**src/rtl/led_sweep_pkg.sv**
```systemverilog
// led_sweep_pkg: mode and FSM state encodings shared by the LED sweep generator.
package led_sweep_pkg;

  typedef enum logic [1:0] {
    MODE_TRI    = 2'b00,
    MODE_SAW_UP = 2'b01,
    MODE_SAW_DN = 2'b10,
    MODE_HOLD   = 2'b11
  } mode_t;

  typedef enum logic [1:0] {
    RAMP_UP   = 2'b00,
    DWELL_TOP = 2'b01,
    RAMP_DOWN = 2'b10,
    DWELL_BOT = 2'b11
  } sweep_state_t;

endpackage

```
**src/rtl/led_sweep_step.sv**
```systemverilog
// led_sweep_step: saturating add (down=0) or subtract (down=1) of STEP against a limit.
// A zero step is treated as one so the sweep can never stall.
module led_sweep_step #(
  parameter int unsigned WIDTH = 9
) (
  input  logic [WIDTH-1:0] data,
  input  logic [WIDTH-1:0] step,
  input  logic [WIDTH-1:0] limit,
  input  logic             down,
  output logic [WIDTH-1:0] result,
  output logic             at_limit
);

  localparam logic [WIDTH-1:0] ONE = WIDTH'(1);

  logic [WIDTH-1:0] step_eff;
  logic [WIDTH:0]   sum;
  logic [WIDTH:0]   floor_sum;

  always_comb begin
    step_eff  = (step == '0) ? ONE : step;
    sum       = {1'b0, data} + {1'b0, step_eff};
    floor_sum = {1'b0, limit} + {1'b0, step_eff};
    // data - step <= limit is tested as data <= limit + step to avoid underflow
    if (down)
      result = ({1'b0, data} <= floor_sum) ? limit : (data - step_eff);
    else
      result = (sum >= {1'b0, limit}) ? limit : sum[WIDTH-1:0];
    at_limit = (result == limit);
  end

endmodule

```
**src/rtl/led_sweep_gen.sv**
```systemverilog
// led_sweep_gen: programmable LED sweep (triangle / saw-up / saw-down / hold) with endpoint
// dwell and trigger pulses. Define LED_SWEEP_GAMMA_EN for a registered squared DATA_GAM.
module led_sweep_gen #(
  parameter int unsigned WIDTH   = 9,
  parameter int unsigned DWELL_W = 8
) (
  input  logic               CLOCK_IN,
  input  logic               RESET,
  input  logic               ENABLE,
  input  logic [1:0]         MODE,
  input  logic [WIDTH-1:0]   STEP,
  input  logic [WIDTH-1:0]   LIMIT_LO,
  input  logic [WIDTH-1:0]   LIMIT_HI,
  input  logic [DWELL_W-1:0] DWELL,
  output logic [WIDTH-1:0]   DATA,
  output logic               DIR,
  output logic               TRIG_TOP,
  output logic               TRIG_BOT,
  output logic [WIDTH-1:0]   DATA_GAM
);

  import led_sweep_pkg::*;

  localparam logic [DWELL_W-1:0] DWELL_ONE = DWELL_W'(1);

  sweep_state_t       state_q;
  sweep_state_t       eff_state;
  mode_t              mode_s;
  logic [WIDTH-1:0]   data_q;
  logic [DWELL_W-1:0] dwell_cnt;
  logic               dir_q;
  logic               trig_top_q;
  logic               trig_bot_q;
  logic [WIDTH-1:0]   up_res;
  logic [WIDTH-1:0]   dn_res;
  logic               up_hit;
  logic               dn_hit;
  logic               degenerate;

  assign mode_s     = mode_t'(MODE);
  assign degenerate = (LIMIT_LO >= LIMIT_HI);

  led_sweep_step #(.WIDTH(WIDTH)) u_step_up (
    .data     (data_q),
    .step     (STEP),
    .limit    (LIMIT_HI),
    .down     (1'b0),
    .result   (up_res),
    .at_limit (up_hit)
  );

  led_sweep_step #(.WIDTH(WIDTH)) u_step_dn (
    .data     (data_q),
    .step     (STEP),
    .limit    (LIMIT_LO),
    .down     (1'b1),
    .result   (dn_res),
    .at_limit (dn_hit)
  );

  // Saw modes redirect the current state onto their own half of the cycle.
  always_comb begin
    eff_state = state_q;
    if (mode_s == MODE_SAW_UP && (state_q == RAMP_DOWN || state_q == DWELL_BOT))
      eff_state = RAMP_UP;
    else if (mode_s == MODE_SAW_DN && (state_q == RAMP_UP || state_q == DWELL_TOP))
      eff_state = RAMP_DOWN;
  end

  always_ff @(posedge CLOCK_IN or posedge RESET) begin
    if (RESET) begin
      state_q    <= RAMP_UP;
      data_q     <= '0;
      dwell_cnt  <= '0;
      dir_q      <= 1'b0;
      trig_top_q <= 1'b0;
      trig_bot_q <= 1'b0;
    end else begin
      trig_top_q <= 1'b0;
      trig_bot_q <= 1'b0;
      if (ENABLE && mode_s != MODE_HOLD) begin
        if (degenerate) begin
          data_q <= LIMIT_LO;
        end else if (data_q < LIMIT_LO) begin
          data_q    <= LIMIT_LO;
          state_q   <= RAMP_UP;
          dir_q     <= 1'b0;
          dwell_cnt <= '0;
        end else if (data_q > LIMIT_HI) begin
          data_q    <= LIMIT_HI;
          dwell_cnt <= '0;
          if (mode_s == MODE_SAW_UP) begin
            state_q <= RAMP_UP;
            dir_q   <= 1'b0;
          end else begin
            state_q <= RAMP_DOWN;
            dir_q   <= 1'b1;
          end
        end else begin
          unique case (eff_state)
            RAMP_UP: begin
              data_q  <= up_res;
              dir_q   <= 1'b0;
              state_q <= RAMP_UP;
              if (up_hit) begin
                trig_top_q <= 1'b1;
                state_q    <= DWELL_TOP;
                dwell_cnt  <= '0;
              end
            end
            RAMP_DOWN: begin
              data_q  <= dn_res;
              dir_q   <= 1'b1;
              state_q <= RAMP_DOWN;
              if (dn_hit) begin
                trig_bot_q <= 1'b1;
                state_q    <= DWELL_BOT;
                dwell_cnt  <= '0;
              end
            end
            // Dwell exit performs the first step of the next leg in the same cycle.
            DWELL_TOP: begin
              if (dwell_cnt < DWELL) begin
                dwell_cnt <= dwell_cnt + DWELL_ONE;
              end else begin
                dwell_cnt <= '0;
                if (mode_s == MODE_SAW_UP) begin
                  data_q     <= LIMIT_LO;
                  trig_bot_q <= 1'b1;
                  state_q    <= RAMP_UP;
                  dir_q      <= 1'b0;
                end else begin
                  data_q     <= dn_res;
                  dir_q      <= 1'b1;
                  trig_bot_q <= dn_hit;
                  state_q    <= dn_hit ? DWELL_BOT : RAMP_DOWN;
                end
              end
            end
            DWELL_BOT: begin
              if (dwell_cnt < DWELL) begin
                dwell_cnt <= dwell_cnt + DWELL_ONE;
              end else begin
                dwell_cnt <= '0;
                if (mode_s == MODE_SAW_DN) begin
                  data_q     <= LIMIT_HI;
                  trig_top_q <= 1'b1;
                  state_q    <= RAMP_DOWN;
                  dir_q      <= 1'b1;
                end else begin
                  data_q     <= up_res;
                  dir_q      <= 1'b0;
                  trig_top_q <= up_hit;
                  state_q    <= up_hit ? DWELL_TOP : RAMP_UP;
                end
              end
            end
            default: state_q <= RAMP_UP;
          endcase
        end
      end
    end
  end

  assign DATA     = data_q;
  assign DIR      = dir_q;
  assign TRIG_TOP = trig_top_q;
  assign TRIG_BOT = trig_bot_q;

`ifdef LED_SWEEP_GAMMA_EN
  logic [2*WIDTH-1:0] sq;
  logic [WIDTH-1:0]   gam_q;

  assign sq = {{WIDTH{1'b0}}, data_q} * {{WIDTH{1'b0}}, data_q};

  always_ff @(posedge CLOCK_IN or posedge RESET) begin
    if (RESET) gam_q <= '0;
    else       gam_q <= sq[2*WIDTH-1:WIDTH];
  end

  assign DATA_GAM = gam_q;
`else
  assign DATA_GAM = data_q;
`endif

endmodule
```
**config.mk**
```make
export PLATFORM = sky130hd
export DESIGN_NAME = led_sweep_gen
export DESIGN_NICKNAME = d
export VERILOG_FILES = /design/src/rtl/led_sweep_pkg.sv /design/src/rtl/led_sweep_step.sv /design/src/rtl/led_sweep_gen.sv
export SDC_FILE = /design/constraint.sdc
export NUM_CORES = 1
export LEC_CHECK = 0
export ABC_AREA = 1
export CAP_MARGIN = 0
export CORE_UTILIZATION = 55
export CTS_CLUSTER_DIAMETER = 100
export DETAILED_ROUTE_END_ITERATION = 7
export HOLD_SLACK_MARGIN = 0.06
export PLACE_DENSITY = 0.78
export SETUP_SLACK_MARGIN = 0.1
export SLEW_MARGIN = 20
export SYNTH_ARGS = -nofsm -noshare
export SYNTH_HDL_FRONTEND = slang
export SYNTH_SLANG_ARGS = --single-unit
```
**constraint.sdc**
```tcl
create_clock -name CLOCK_IN -period 3.7 [get_ports CLOCK_IN]
set_input_delay 0.37 -clock CLOCK_IN [delete_from_list [all_inputs] [get_ports CLOCK_IN]]
set_output_delay 0.37 -clock CLOCK_IN [all_outputs]
set_load 0.01 [all_outputs]
```
==> impl_metrics.csv, run 1 <==
group,metric,value,unit
global_route,largest_net_degree_at_the_start_of_global_routing,22,
die,ios,61,
yosys,ys_seq_elements,21,
place,dp_cells,1007,
finish,layout.cells.most_common,"sky130_fd_sc_hd__nand2_1",
route,post_drt_wl_per_cell,17.9,µm
outcome,violations,"negative setup slack",
setup_path,slowest_stage,"sky130_fd_sc_hd__fa_2",
yosys,combinational_family_with_the_most_area_after_synthesis,"simple AND/OR/NAND/NOR gates",
cts,cts-root-buf,"sky130_fd_sc_hd__clkbuf_8",
finish,layout.filler_cells,554,
place,hpwl_detailed,14200,µm
die,floorplan.initialDensity,57.9,%
cts,worst_setup_hold_path_clk_slew,0.09,ns
sta,min_period_over_period,105,%
finish,ff_latch_area,526,µm²
place,placedInstanceArea,6240,µm²
sta,setup_ws,-0.180,ns
die,fp.dieArea,9200,µm²
die,die_width,95.9,µm
yosys,synth.lib_cells_used.distinct,54,
setup_path,critPathLaunchType,"input port",
finish,finalCoreUtilization,81.5,%
sta,grt_setup_unrepaired,"true",
yosys,synth_top_area_cell,"sky130_fd_sc_hd__ha_1",
global_route,antenna_found_initial,0,
setup_path,worstPathArrival,4.05,ns
sta,max_freq,258,MHz
outcome,status,"finished, violations left",
die,die_y,95.9,µm
finish,area_growth_syn_to_layout,40.9,%
sta,skew,0.00390,ns
yosys,syn-mean-instance-area,6.28,µm²
flow_run,maxCapViolCount,0,
global_route,grt_pass1_wl,27800,µm
route,postRouteWirelength,18500,µm
pwr,power.density,727,nW/µm²
yosys,synth_top_area_share,21.4,%
route,routed-via-count,6184,
global_route,grt_overflow_total,0,
route,detailedRoute.firstPassIterationCount,5,
yosys,area_fraction_in_compound_gates_after_synthesis,15.8,%
route,detailroute.wirelength.met3,1640,µm
finish,mostFrequentLayoutCells,"179 x sky130_fd_sc_hd__nand2_1, 105 x sky130_fd_sc_hd__buf_4, 98 x sky130_fd_sc_hd__inv_1",
yosys,synthXorXnorAreaFrac,3.25,%
yosys,postSynthCellCount,773,
pwr,power.ir.vdd_worst,0.760,mV
finish,finalNetCount,1056,
sta,maxSlewHeadroom,40.2,%
die,floorplan.core_area,8380,µm²
setup_path,required,3.87,ns
min_path,hold_path_class,"reg2reg",
route,route.met2.wl,8930,µm
setup_path,path_max_fanout,8,
yosys,multiplexer_area_fraction_after_synthesis,0,%
cts,cts.htree.levels,1,
cts,cts.path.max_buffers,2,
yosys,mappedNetlistNets,899,
sta,final-hold-violation-count,0,
place,dp_slack,-0.849,ns
yosys,synth-simple-area-share,34.3,%
setup_path,critical_path.endpoint_type,"register",
place,count_of_input_and_output_buffers,60,
yosys,yosys-top-cells-area,"sky130_fd_sc_hd__ha_1 21%, sky130_fd_sc_hd__nand2_1 16%, sky130_fd_sc_hd__dfrtp_1 11%",
cts,cts.sinks,21,
cts,cts_buffers,3,
yosys,synthesis.yosys.warnings,0,
route,maxUsedRoutingLayer,"met4",
setup_path,crit_path_max_incr_delay,0.34,ns
sta,period_needed,3.88,ns
route,initialDrtViolationCount,603,
route,dr_vias_cell,5.98,
sta,setup_total_negative_slack,-2.24,ns
finish,layout.cells.non_filler,1034,
cts,cts_tree,"built",
route,final_antenna_net_count,0,
setup_path,worst_setup_path_class,"in2reg",
finish,multi_input_logic_area,4040,µm²
route,routedLengthMet1,7280,µm
place,gp_weighted_congestion,1.01,
die,num_rows,33,
yosys,synthAdderAreaFrac,22.6,%
finish,post-route-cell-area,6840,µm²
route,number_of_drc_violations_after_detailed_routing,0,
cts,clock_insertion_delay_worst_skew,0.27,ns
sta,number_of_setup_violations_in_the_final_report,19,
yosys,post_synth_instance_area,4850,µm²
sta,maxSlewViolCount,0,
global_route,grt_pass1_vias,5854,
pwr,cellLeakagePower,3.64,nW
finish,antennaDiodeCount,0,
finish,drive_above_1_share,25.8,%
sta,worst_slew_pin_slew,0.896,ns
global_route,grt.total_usage,39.5,%
yosys,share_of_the_yosys_chip_area_belonging_to_registers,10.8,%
## Yosys cell counts, drive strengths merged
cell type  count
nand3         43
o31a           1
nand3b         4
dfrtp         21
o211ai         8
inv          119
buf           21
o311ai         1
nor3b          2
xor2          14
and3           1
a31oi          2
a21o           4
a22oi          1
nand4         47
o2111ai        3
o22ai          9
o32ai          1
o31ai          1
nor2          54
clkbuf        10
o21ai         36
a21boi         1
ha            83
a211oi         1
and2           1
nor4           1
or4            1
a41o           1
o21bai         7
xnor2          4
a21oi         50
fa             3
clkinv         3
nand2        204
or2            2
o21a           1
nor3           7
## registers in the layout, indices dropped and copies added, names as in the netlist
register and flops:
state_q 2, TRIG_BOT 1, dwell_cnt 8, DATA 9
TRIG_TOP 1
## repair_timing
item | in CTS | in global routing
endpoints found under the hold margin | 0 | 0
setup endpoints to repair | 20 | 20
hold buffers | 0 | 0
pin swaps | 42 | 59
gates cloned | 2 | 2
gates resized for setup | 73 | 66
setup buffers | 14 | 6
## metrics by stage
stage	power, mW	hold slack (ns)
finish	4.97	0.539
global route	5.30	0.565
CTS	4.36	0.538
detailed placement	3.82	0.513
global placement	3.71	0.507
floorplan	2.40	0.347
## final cells by class
cell class,count,area share (%)
tap,105,1.92
multi-input combinational,599,59.1
timing repair buffer,183,23.8
clock buffer,3,0.604
sequential,21,7.69
inverter,122,6.79
clock inverter,1,0.0732
## worst max-delay path, delay by kind of cell
family | cells | cell delay (ns)
compound gates | 2 | 0.39
buf+inv | 6 | 0.78
fa+ha+maj | 3 | 0.79
xor+xnor | 1 | 0.28
simple gates | 17 | 1.43
## power by group
| part | leakage, nW | total [mW] | switching, mW | internal (mW) |
|---|---|---|---|---|
| sequential | 0.276 | 0.343 | 0.0672 | 0.275 |
| clock | 0.0255 | 0.164 | 0.0890 | 0.0755 |
| combinational | 3.34 | 4.46 | 2.49 | 1.97 |
| total | 3.64 | 4.97 | 2.64 | 2.32 |
## cell families after synthesis
| kind of cell | Yosys count |
|---|---|
| flops | 21 |
| xor+xnor | 18 |
| compound gates | 128 |
| buf+inv | 153 |
| simple gates | 367 |
| fa+ha+maj | 86 |
## worst paths after layout
path / start / endpoint / slack, ns / depth (start not counted)
worst max register to register: DATA[1] / dwell_cnt[6] / 0.12 / 25
max in group asynchronous: RESET / state_q[1] / 2.56 / 2
min in group asynchronous: RESET / DATA[7] / 0.59 / 2
worst min-delay path: dwell_cnt[5] / dwell_cnt[5] / 0.54 / 2
worst min register to register: dwell_cnt[5] / dwell_cnt[5] / 0.54 / 2
worst max-delay path: STEP[0] / dwell_cnt[6] / -0.18 / 29
## metal layers
layer,GRT usage [%],vias up
met1,48.4,2867
li1,-,2896
met3,5.92,71
met4,16.3,0
met5,0,-
met2,68.9,350
No activity file was read; power rests on OpenSTA's default activity.
==> inputs of run 2 (changes only) <==
--- a/config.mk
+++ b/config.mk
@@ -13,7 +13,7 @@
 export HOLD_SLACK_MARGIN = 0.06
 export PLACE_DENSITY = 0.78
 export SETUP_SLACK_MARGIN = 0.1
-export SLEW_MARGIN = 20
 export SYNTH_ARGS = -nofsm -noshare
 export SYNTH_HDL_FRONTEND = slang
 export SYNTH_SLANG_ARGS = --single-unit
+export TNS_END_PERCENT = 100
==> results of run 2 <==
The final DEF is identical to that of run 1; final timing and power are the same.
==> inputs of run 3 (changes only) <==
--- a/config.mk
+++ b/config.mk
@@ -7,11 +7,11 @@
 export LEC_CHECK = 0
 export ABC_AREA = 1
 export CAP_MARGIN = 0
-export CORE_UTILIZATION = 55
+export CORE_UTILIZATION = 32
 export CTS_CLUSTER_DIAMETER = 100
 export DETAILED_ROUTE_END_ITERATION = 7
 export HOLD_SLACK_MARGIN = 0.06
-export PLACE_DENSITY = 0.78
+export PLACE_DENSITY = 0.5
 export SETUP_SLACK_MARGIN = 0.1
 export SYNTH_ARGS = -nofsm -noshare
 export SYNTH_HDL_FRONTEND = slang
==> run 3 against run 2 <==
Net effect:
- wire length is 0.90% lower
- worst setup slack improved by 0.011 ns
- non-clock buffer count is 8 higher
- sequential share of layout area is 0.14 points lower
- clock-buffer cell count unchanged
- cell count is 8.5% higher
- sequential power is essentially flat
- total power is 6.2% lower
- worst hold slack better by 0.0060 ns
- the run still ends with negative setup slack left
- core utilization down 34 points
==> impl_metrics.csv, run 3 (same netlist as run 1, synthesis figures left out) <==
group,metric,value,unit
sta,hold_slack,0.545,ns
setup_path,slowest_stage,"sky130_fd_sc_hd__clkdlybuf4s50_1",
finish,mostFrequentLayoutCells,"185 x sky130_fd_sc_hd__nand2_1, 108 x sky130_fd_sc_hd__buf_4, 101 x sky130_fd_sc_hd__inv_1",
flow_run,maxCapViolCount,0,
place,hpwl_detailed,15200,µm
cts,worst_setup_hold_path_clk_slew,0.06,ns
cts,cts-root-buf,"sky130_fd_sc_hd__clkbuf_16",
cts,cts.sinks,21,
place,dp_cells,1099,
cts,cts_tree,"built",
setup_path,depth_of_the_worst_register_to_register_path,25,
route,initialDrtViolationCount,277,
setup_path,critPathLaunchType,"input port",
route,routedLengthMet1,8770,µm
global_route,grt_pass1_vias,5523,
finish,antennaDiodeCount,0,
finish,layout.cells.non_filler,1122,
pwr,power.density,670,nW/µm²
global_route,grt.total_usage,23.2,%
global_route,grt_overflow_total,0,
die,floorplan.core_area,14600,µm²
cts,clock_insertion_delay_worst_skew,0.27,ns
route,route.met2.wl,8160,µm
setup_path,worstPathArrival,4.02,ns
setup_path,crit_path_max_incr_delay,0.46,ns
die,fp.dieArea,15700,µm²
cts,cts_buffers,3,
route,detailedRoute.firstPassIterationCount,7,
finish,largest_register_ff_count,9,
die,ios,61,
setup_path,timing.rr.end,"dwell_cnt[5]",
sta,period_needed,3.87,ns
route,postRouteWirelength,18400,µm
finish,area_growth_syn_to_layout,43.4,%
sta,number_of_setup_violations_in_the_final_report,15,
sta,worst_slew_pin_slew,0.867,ns
setup_path,reg2reg_start,"DATA[2]",
setup_path,reg2reg_slack,0.18,ns
setup_path,worstSetupEndpoint,"dwell_cnt[5]",
die,floorplan.initialDensity,33.1,%
sta,skew,0.00649,ns
pwr,power.ir.vdd_worst,0.365,mV
setup_path,critical_path.most_common_cell,"sky130_fd_sc_hd__nand2_1",
route,dr_vias_cell,5.19,
min_path,hold_path.startpoint,"dwell_cnt[4]",
setup_path,path_max_fanout,8,
sta,maxSlewViolCount,0,
setup_path,required,3.85,ns
place,gp_weighted_congestion,0.921,
global_route,antenna_found_initial,0,
route,detailroute.wirelength.met3,1150,µm
sta,setup_ws,-0.169,ns
finish,layout.filler_cells,1493,
setup_path,worst_setup_path_class,"in2reg",
die,die_y,125,µm
pwr,cellLeakagePower,3.69,nW
route,final_antenna_net_count,0,
global_route,grt_pass1_wl,28600,µm
cts,cts.path.max_buffers,2,
outcome,violations,"negative setup slack",
sta,min_period_over_period,105,%
outcome,status,"finished, violations left",
die,num_rows,44,
sta,max_freq,258,MHz
setup_path,critical_path.endpoint_type,"register",
sta,maxSlewHeadroom,42.2,%
pwr,total_power,4.66,mW
sta,grt_setup_unrepaired,"true",
route,number_of_drc_violations_after_detailed_routing,0,
finish,layout.cells.most_common,"sky130_fd_sc_hd__nand2_1",
finish,drive_above_1_share,25.3,%
route,maxUsedRoutingLayer,"met4",
cts,cts.htree.levels,1,
route,routed-via-count,5819,
finish,finalNetCount,1065,
sta,setup_total_negative_slack,-1.86,ns
min_path,hold_path_class,"reg2reg",
place,dp_slack,-0.940,ns
global_route,largest_net_degree_at_the_start_of_global_routing,22,
die,die_width,125,µm
route,post_drt_wl_per_cell,16.4,µm
place,count_of_input_and_output_buffers,60,
setup_path,worstSetupStartpoint,"LIMIT_LO[3]",
sta,final-hold-violation-count,0,
run 3: layer usage:
layer / vias up / track usage [%]
li1: 2911 / -
met1: 2724 / 31.7
met2: 164 / 38.0
met3: 20 / 4.02
met4: 0 / 4.73
met5: - / 0
run 3: per-stage QoR:
stage,utilization (%),cell area (µm²)
global placement,44.0,6440
global route,47.5,6960
finish,47.5,6960
floorplan,-,4900
CTS,46.2,6770
detailed placement,44.0,6440
run 3: where the power goes:
part	internal (mW)	leakage [nW]	switching, mW
Clock	0.146	0.0409	0.100
Sequential	0.276	0.276	0.0668
Combinational	1.79	3.37	2.28
run 3: how the worst min path moves through the flow:
stage / endpoint / slack (ns) / depth (start not counted)
final: dwell_cnt[4] / 0.54 / 2
after CTS: dwell_cnt[4] / 0.54 / 2
after floorplan: DATA[0] / 0.35 / 1
after global routing: dwell_cnt[4] / 0.56 / 2
after detailed placement: dwell_cnt[4] / 0.52 / 2
after global placement: dwell_cnt[4] / 0.51 / 2
run 3: worst max-delay path: cells and delay by family:
kind / cells / cell delay (ns)
compound gates: 8 / 0.95
buf+inv: 4 / 0.72
fa+ha+maj: 2 / 0.75
xor+xnor: 1 / 0.14
simple gates: 11 / 1.08
run 3: layout make-up:
class / instances / area [µm²] / area share [%]
inverter: 122 / 470 / 6.76
timing repair buffer: 191 / 1680 / 24.2
multi-input combinational: 600 / 3970 / 57.0
clock inverter: 1 / 5.00 / 0.0719
sequential: 21 / 526 / 7.55
tap: 184 / 230 / 3.31
clock buffer: 3 / 75.1 / 1.08
run 3: timing repair:
action / CTS / global route
endpoints found under the hold margin: 0 / 0
resized for setup: 82 / 53
setup buffers: 9 / 10
pin swaps: 53 / 76
setup endpoints to repair: 20 / 20
hold buffers: 0 / 0
cloned: 3 / 1
